===== src/rtl/display_pkg.sv =====
// Shared constants for the multiplexed display: segment bit positions and
// the active-high hex-to-7-segment table (bit 6 = a ... bit 0 = g).
package display_pkg;

  localparam int SEG_A = 6;
  localparam int SEG_B = 5;
  localparam int SEG_C = 4;
  localparam int SEG_D = 3;
  localparam int SEG_E = 2;
  localparam int SEG_F = 1;
  localparam int SEG_G = 0;

  localparam logic [6:0] HEX_SEG [16] = '{
    7'b1111110,  // 0
    7'b0110000,  // 1
    7'b1101101,  // 2
    7'b1111001,  // 3
    7'b0110011,  // 4
    7'b1011011,  // 5
    7'b1011111,  // 6
    7'b1110000,  // 7
    7'b1111111,  // 8
    7'b1111011,  // 9
    7'b1110111,  // A
    7'b0011111,  // b
    7'b1001110,  // C
    7'b0111101,  // d
    7'b1001111,  // E
    7'b1000111   // F
  };

endpackage


===== src/rtl/hex7seg.sv =====
// Combinational hex nibble to active-high 7-segment pattern.
module hex7seg
  import display_pkg::*;
(
  input  logic [3:0] nibble,
  output logic [6:0] seg
);

  assign seg = HEX_SEG[nibble];

endmodule


===== src/rtl/display_mux.sv =====
// Time-multiplexed hex display driver: shadow registers, slot prescaler,
// digit scan index and registered, polarity-adjusted segment/anode outputs.
module display_mux
  import display_pkg::*;
#(
  parameter int DIGITS      = 4,
  parameter int SCAN_DIV    = 50000,
  parameter int BLANK_CYC   = 500,
  parameter bit SEG_ACT_LOW = 1'b1,
  parameter bit AN_ACT_LOW  = 1'b1,
  parameter bit LZ_SUPPRESS = 1'b0
) (
  input  logic                  clk,
  input  logic                  rst_n,
  input  logic [4*DIGITS-1:0]   value,
  input  logic [DIGITS-1:0]     dp_in,
  input  logic [DIGITS-1:0]     blank,
  input  logic                  load,
  output logic [6:0]            seg,
  output logic                  dp,
  output logic [DIGITS-1:0]     an,
  output logic                  slot_start
);

  localparam int PW = $clog2(SCAN_DIV);
  localparam int IW = (DIGITS > 1) ? $clog2(DIGITS) : 1;
  localparam logic [PW-1:0] PRESC_LAST = PW'(SCAN_DIV - 1);
  localparam logic [PW-1:0] BLANK_V    = PW'(BLANK_CYC);
  localparam logic [IW-1:0] IDX_LAST   = IW'(DIGITS - 1);

  logic [PW-1:0]          presc;
  logic [IW-1:0]          idx;
  logic [4*DIGITS-1:0]    sh_val;
  logic [DIGITS-1:0]      sh_dp;
  logic [DIGITS-1:0]      sh_blank;

  logic [3:0]             cur_nib;
  logic [6:0]             dec_seg;
  logic [DIGITS-1:0]      lz_dark;
  logic                   higher_zero;
  logic                   lit;
  logic [6:0]             seg_nxt;
  logic                   dp_nxt;
  logic [DIGITS-1:0]      an_nxt;

  // load is a single-cycle strobe sampled on every rising edge; no ready,
  // the shadows accept it unconditionally, even on a slot boundary.
  always_ff @(posedge clk or negedge rst_n) begin
    if (!rst_n) begin
      presc      <= '0;
      idx        <= '0;
      sh_val     <= '0;
      sh_dp      <= '0;
      sh_blank   <= '0;
      slot_start <= 1'b0;
    end else begin
      if (presc == PRESC_LAST) begin
        presc <= '0;
        idx   <= (idx == IDX_LAST) ? '0 : idx + IW'(1);
      end else begin
        presc <= presc + PW'(1);
      end
      slot_start <= (presc == PRESC_LAST);
      if (load) begin
        sh_val   <= value;
        sh_dp    <= dp_in;
        sh_blank <= blank;
      end
    end
  end

  // A digit is a leading zero when it and every digit to its left are 0.
  always_comb begin
    lz_dark     = '0;
    higher_zero = 1'b1;
    for (int i = DIGITS - 1; i >= 0; i--) begin
      higher_zero = higher_zero & (sh_val[4*i +: 4] == 4'h0);
      lz_dark[i]  = LZ_SUPPRESS & (i != 0) & higher_zero;
    end
  end

  assign cur_nib = sh_val[4*int'(idx) +: 4];

  hex7seg u_hex7seg (
    .nibble (cur_nib),
    .seg    (dec_seg)
  );

  always_comb begin
    lit     = (presc >= BLANK_V) & ~sh_blank[idx] & ~lz_dark[idx];
    seg_nxt = lit ? dec_seg : 7'b0;
    dp_nxt  = lit & sh_dp[idx];
    an_nxt  = '0;
    if (lit) an_nxt[idx] = 1'b1;
  end

  // Polarity is applied only here so all internal logic stays active-high.
  always_ff @(posedge clk or negedge rst_n) begin
    if (!rst_n) begin
      seg <= {7{SEG_ACT_LOW}};
      dp  <= SEG_ACT_LOW;
      an  <= {DIGITS{AN_ACT_LOW}};
    end else begin
      seg <= seg_nxt ^ {7{SEG_ACT_LOW}};
      dp  <= dp_nxt ^ SEG_ACT_LOW;
      an  <= an_nxt ^ {DIGITS{AN_ACT_LOW}};
    end
  end

endmodule


===== config.mk =====
export PLATFORM = sky130hd
export DESIGN_NAME = display_mux
export DESIGN_NICKNAME = d
export VERILOG_FILES = /design/src/rtl/display_pkg.sv /design/src/rtl/hex7seg.sv /design/src/rtl/display_mux.sv
export SDC_FILE = /design/constraint.sdc
export NUM_CORES = 1
export LEC_CHECK = 0
export BUFFER_PORTS_ARGS = -buffer_cell sky130_fd_sc_hd__buf_2
export CORE_MARGIN = 1.5
export CORE_UTILIZATION = 30
export CTS_CLUSTER_DIAMETER = 30
export DETAILED_ROUTE_END_ITERATION = 6
export GPL_ROUTABILITY_DRIVEN = 0
export MAX_ROUTING_LAYER = met4
export PLACE_DENSITY = 0.5
export SLEW_MARGIN = 5
export SYNTH_ARGS = -nofsm -noshare
export SYNTH_HDL_FRONTEND = slang
export SYNTH_SLANG_ARGS = --single-unit

===== constraint.sdc =====
create_clock -name clk -period 2.4 [get_ports clk]
set_input_delay 0.12 -clock clk [delete_from_list [all_inputs] [get_ports clk]]
set_output_delay 0.12 -clock clk [all_outputs]
set_load 0.05 [all_outputs]

==> flow_summary.rst <==
.. list-table::
   :header-rows: 1

   * - Metric
     - Value
   * - Clk sink count
     - between 50 and 60
   * - Leakage Power
     - around 1.3 nW
   * - Mean instance size in the synthesized netlist
     - 13.0 sq um
   * - Dominant cells by area after synthesis
     - sky130_fd_sc_hd__dfrtp_1 (39%), sky130_fd_sc_hd__dfstp_2 (12%), sky130_fd_sc_hd__mux2_2 (12%), sky130_fd_sc_hd__ha_1 (5.5%), sky130_fd_sc_hd__xor2_1 (3.8%)
   * - Most common library cells after synthesis
     - sky130_fd_sc_hd__dfrtp_1 (43), sky130_fd_sc_hd__mux2_2 (28), sky130_fd_sc_hd__nand2_1 (15)
   * - Critical Path Source Type
     - flop
   * - CP max stage delay
     - ~620 ps
   * - R2r endpoint
     - seg[6]$_DFF_PN1_
   * - Final hold vios
     - 0
   * - Sort of element at the end of the critical path
     - flop
   * - Slew @ Worst Pin
     - approximately 690 ps
   * - Number of ports placed on the die boundary
     - 40
   * - Die outline area
     - a little under 10000 sq um
   * - Fill cell count
     - 880
   * - Placed wire-length estimate after detailed placement
     - 3690 microns
   * - Synth area leader
     - sky130_fd_sc_hd__dfrtp_1
   * - Number of antenna cells inserted
     - 0
   * - Cell at the slowest stage of the critical path
     - sky130_fd_sc_hd__mux4_2
   * - Number of setup buffers added after CTS
     - 0
   * - Max Clock Freq
     - between 0.4 and 0.5 GHz
   * - Pin count of the biggest net entering global routing
     - 56
   * - Count of distinct cell types in the synthesized netlist
     - 41
   * - Routed vias/inst
     - around 4.7
   * - Post-synth ARST share
     - 100%
   * - Initial drt markers
     - 62
   * - Number of port buffers
     - 39
   * - Cells on worst reg2reg path
     - 5
   * - Clock transition at the registers of the reported paths
     - ~100 ps
   * - Fraction of post-synthesis cell area in the top cell type by area
     - around two fifths
   * - Beginning of the worst register-to-register path
     - idx[0]$_DFFE_PN0N_
   * - Cell Pwr Density
     - between 500 and 600 nW/um^2
   * - Max-cap violations
     - 0
   * - Global-route congestion overflow total
     - 0
   * - Number of synthesized flops with an enable pin
     - 0
   * - Unrepaired setup endpoints after global routing
     - false
   * - Count of mapped cells out of synthesis
     - between 200 and 250
   * - Number of H-tree branching levels
     - 2
   * - Layout Nets
     - roughly 300
   * - Synth Cell Area
     - around 2700 sq um
   * - Hold path endpoint
     - sh_dp[1]$_DFFE_PN0P_
   * - P&R area growth vs syn
     - 14.9%
   * - Number of global-route vias before repair
     - between 1500 and 2000
   * - Required time at the worst-slack endpoint
     - around 2600 ps
   * - Starting density of the core
     - 31.2%
   * - Final setup skew
     - around 15 ps
   * - Global-route wire length before repair
     - 8890 microns
   * - Mapped Nets
     - 249
   * - Time the worst path needs with I/O delays and setup
     - roughly 2200 ps
   * - Synth Flop Type
     - sky130_fd_sc_hd__dfrtp_1
   * - Antenna-violating nets left
     - 0
   * - Fin Setup TNS
     - 0 ps
   * - Number of cells on the worst hold path
     - 2
   * - Final setup violating endpoints
     - 0
   * - Cell family with the largest share of critical-path delay
     - multiplexers
   * - Synthesis-stage register bit count
     - 55
   * - CORE AREA
     - approximately 8800 sq um
   * - Result of the run
     - finished, final reports clean
   * - Share of synthesized area occupied by flip-flops and latches
     - around half
   * - Die width
     - a little under 100 microns
   * - Worst-case vdd ir drop
     - 0.259 mV
   * - Setup slack on the worst flop-to-flop path
     - slightly below 200 ps
   * - FF+latch area
     - roughly 1400 sq um
   * - Total stage count of the critical path
     - 5
   * - Number of clock buffers inserted by TritonCTS
     - 5
   * - Footprint of the multi-input gates
     - 1250 sq um
   * - Count leader, synth
     - sky130_fd_sc_hd__dfrtp_1
   * - Maximum fanout encountered on the critical timing path
     - 5
   * - Number of max-slew violations in the final report
     - 0
   * - Synth warn
     - 0
   * - Die span in y
     - between 90 and 100 microns
   * - Worst setup path category
     - flop to flop
   * - Fraction of layout cells with a size suffix above 1
     - slightly above 40%
   * - Cell chain of the critical path
     - mux4_2 > ha_1 > or3b_2 > a21oi_1 > o31ai_1
   * - Root Buffer Master
     - sky130_fd_sc_hd__clkbuf_8
   * - # DRC
     - 0
   * - Via count
     - about 1700
   * - Source of the worst hold timing path
     - dp_in[1]
   * - Number of placement rows
     - 34
   * - Worst slew margin
     - between 50% and 60%
   * - Avg WL per Cell
     - ~14 microns
   * - Number of buffers on the longest clock path
     - 2
   * - Final worst path period share
     - approximately 92%
   * - Clock insertion delay at the later pin of the skew report
     - ~300 ps
   * - First-pass detailed-route iteration total
     - 4
   * - Sum of internal, switching and leakage power
     - 1.74 mW
   * - Buf/Inv on CP
     - 0
   * - Final wirelength
     - around 5100 microns
   * - Global-route usage over all layers
     - roughly an eighth
   * - Kind of path behind the tightest hold check
     - input port to flop
   * - TritonCTS clock tree
     - done
   * - Arrival time at the worst endpoint
     - between 2000 and 2500 ps
   * - Initial antenna violation count
     - 0
worst reg2reg max path, stage by stage (launching register included):
cell	delay, ps
sky130_fd_sc_hd__dfrtp_1	500
sky130_fd_sc_hd__mux4_2	620
sky130_fd_sc_hd__ha_1	270
sky130_fd_sc_hd__or3b_2	480
sky130_fd_sc_hd__a21oi_1	150
sky130_fd_sc_hd__o31ai_1	90
layout by cell type, fill, tap and decap left out, types with 2 or more instances in the layout:
cell type                  count
sky130_fd_sc_hd__buf_4         4
sky130_fd_sc_hd__or3_1         2
sky130_fd_sc_hd__a21oi_1       5
sky130_fd_sc_hd__o21ai_2       2
sky130_fd_sc_hd__mux2_2       28
sky130_fd_sc_hd__ha_1         12
sky130_fd_sc_hd__mux2i_1       3
sky130_fd_sc_hd__clkbuf_8      6
sky130_fd_sc_hd__nor2_1       11
sky130_fd_sc_hd__mux4_2        4
sky130_fd_sc_hd__xnor2_1       3
sky130_fd_sc_hd__xor2_1       12
sky130_fd_sc_hd__mux4_1        2
sky130_fd_sc_hd__nand2_1      15
sky130_fd_sc_hd__buf_2        39
sky130_fd_sc_hd__or3b_2        4
sky130_fd_sc_hd__dfrtp_1      43
sky130_fd_sc_hd__nand3_1       6
sky130_fd_sc_hd__inv_1         7
sky130_fd_sc_hd__o21ai_0       3
sky130_fd_sc_hd__and4_1        2
sky130_fd_sc_hd__dfstp_2      12
sky130_fd_sc_hd__nand4_1       4
sky130_fd_sc_hd__nor4_1        2
sky130_fd_sc_hd__o311ai_1      2
sky130_fd_sc_hd__o221ai_1      2
sky130_fd_sc_hd__o31ai_1       2
worst max path at each step:
stage                        from          endpoint  slack [ps]
2_1_floorplan  idx[0]$_DFFE_PN0N_  seg[6]$_DFF_PN1_         220
3_3_place_gp   idx[0]$_DFFE_PN0N_  seg[6]$_DFF_PN1_         170
3_5_place_dp   idx[0]$_DFFE_PN0N_  seg[6]$_DFF_PN1_          70
4_1_cts        idx[0]$_DFFE_PN0N_  seg[6]$_DFF_PN1_          60
5_1_grt        idx[0]$_DFFE_PN0N_  seg[6]$_DFF_PN1_          70
6_report       idx[0]$_DFFE_PN0N_  seg[6]$_DFF_PN1_         200
state kept, by name, indices dropped and copies added (netlist names):
name        flops
an              4
dp              1
idx             2
presc          16
seg             7
sh_blank        4
sh_dp           4
sh_val         16
slot_start      1
cells by family after synthesis:
family                     synth area share, %
AOI/OAI and AO/OA                         5.32
xor gates and xnor gates                  4.81
adders and majority gates                 5.50
buffers and inverters                     3.07
DFF                                       51.0
muxes                                     19.4
and+or+nand+nor                           11.0
where the power goes:
group / total (mW) / leakage (nW) / switching (mW) / internal, mW
clock: 0.540 / 0.0484 / 0.302 / 0.237
combinational: 0.200 / 0.639 / 0.0917 / 0.108
sequential: 0.996 / 0.658 / 0.0282 / 0.968
cell type report:
cell class                 instances  area share (%)
timing repair buffer              44            7.50
clock buffer                       7            2.75
sequential                        55            44.3
inverter                           7           0.837
multi-input combinational        140            40.0
clock inverter                     1           0.279
tap                              108            4.31
through the flow:
step                std cells  hold slack, ps  util, %  cell area, sq um  setup slack (ps)
floorplan                 210            -176        -              2730               218
global placement          353             306     34.6              3030               174
detailed placement        353             297     34.6              3030              67.8
CTS                       362            27.1     35.8              3140              60.6
global route              362            30.0     35.8              3140              69.9
finish                    362            41.4     35.8              3140               197
per-layer routing:
| metal | GRT usage, % | wire length (microns) | vias to the layer above |
|---|---|---|---|
| met3 | 2.93 | 229 | 2 |
| met5 | - | 0 | - |
| li1 | - | - | 836 |
| met1 | 16.7 | 2670 | 833 |
| met2 | 16.6 | 2140 | 37 |
| met4 | 2.93 | 32 | 0 |
timing repair:
item / CTS / global route
hold buffers: 1 / 0
resized for setup: 0 / 2
endpoints found under the setup margin: 0 / 1
endpoints found under the hold margin: 43 / 0
Note: power is estimated with default switching activity, not from simulation.
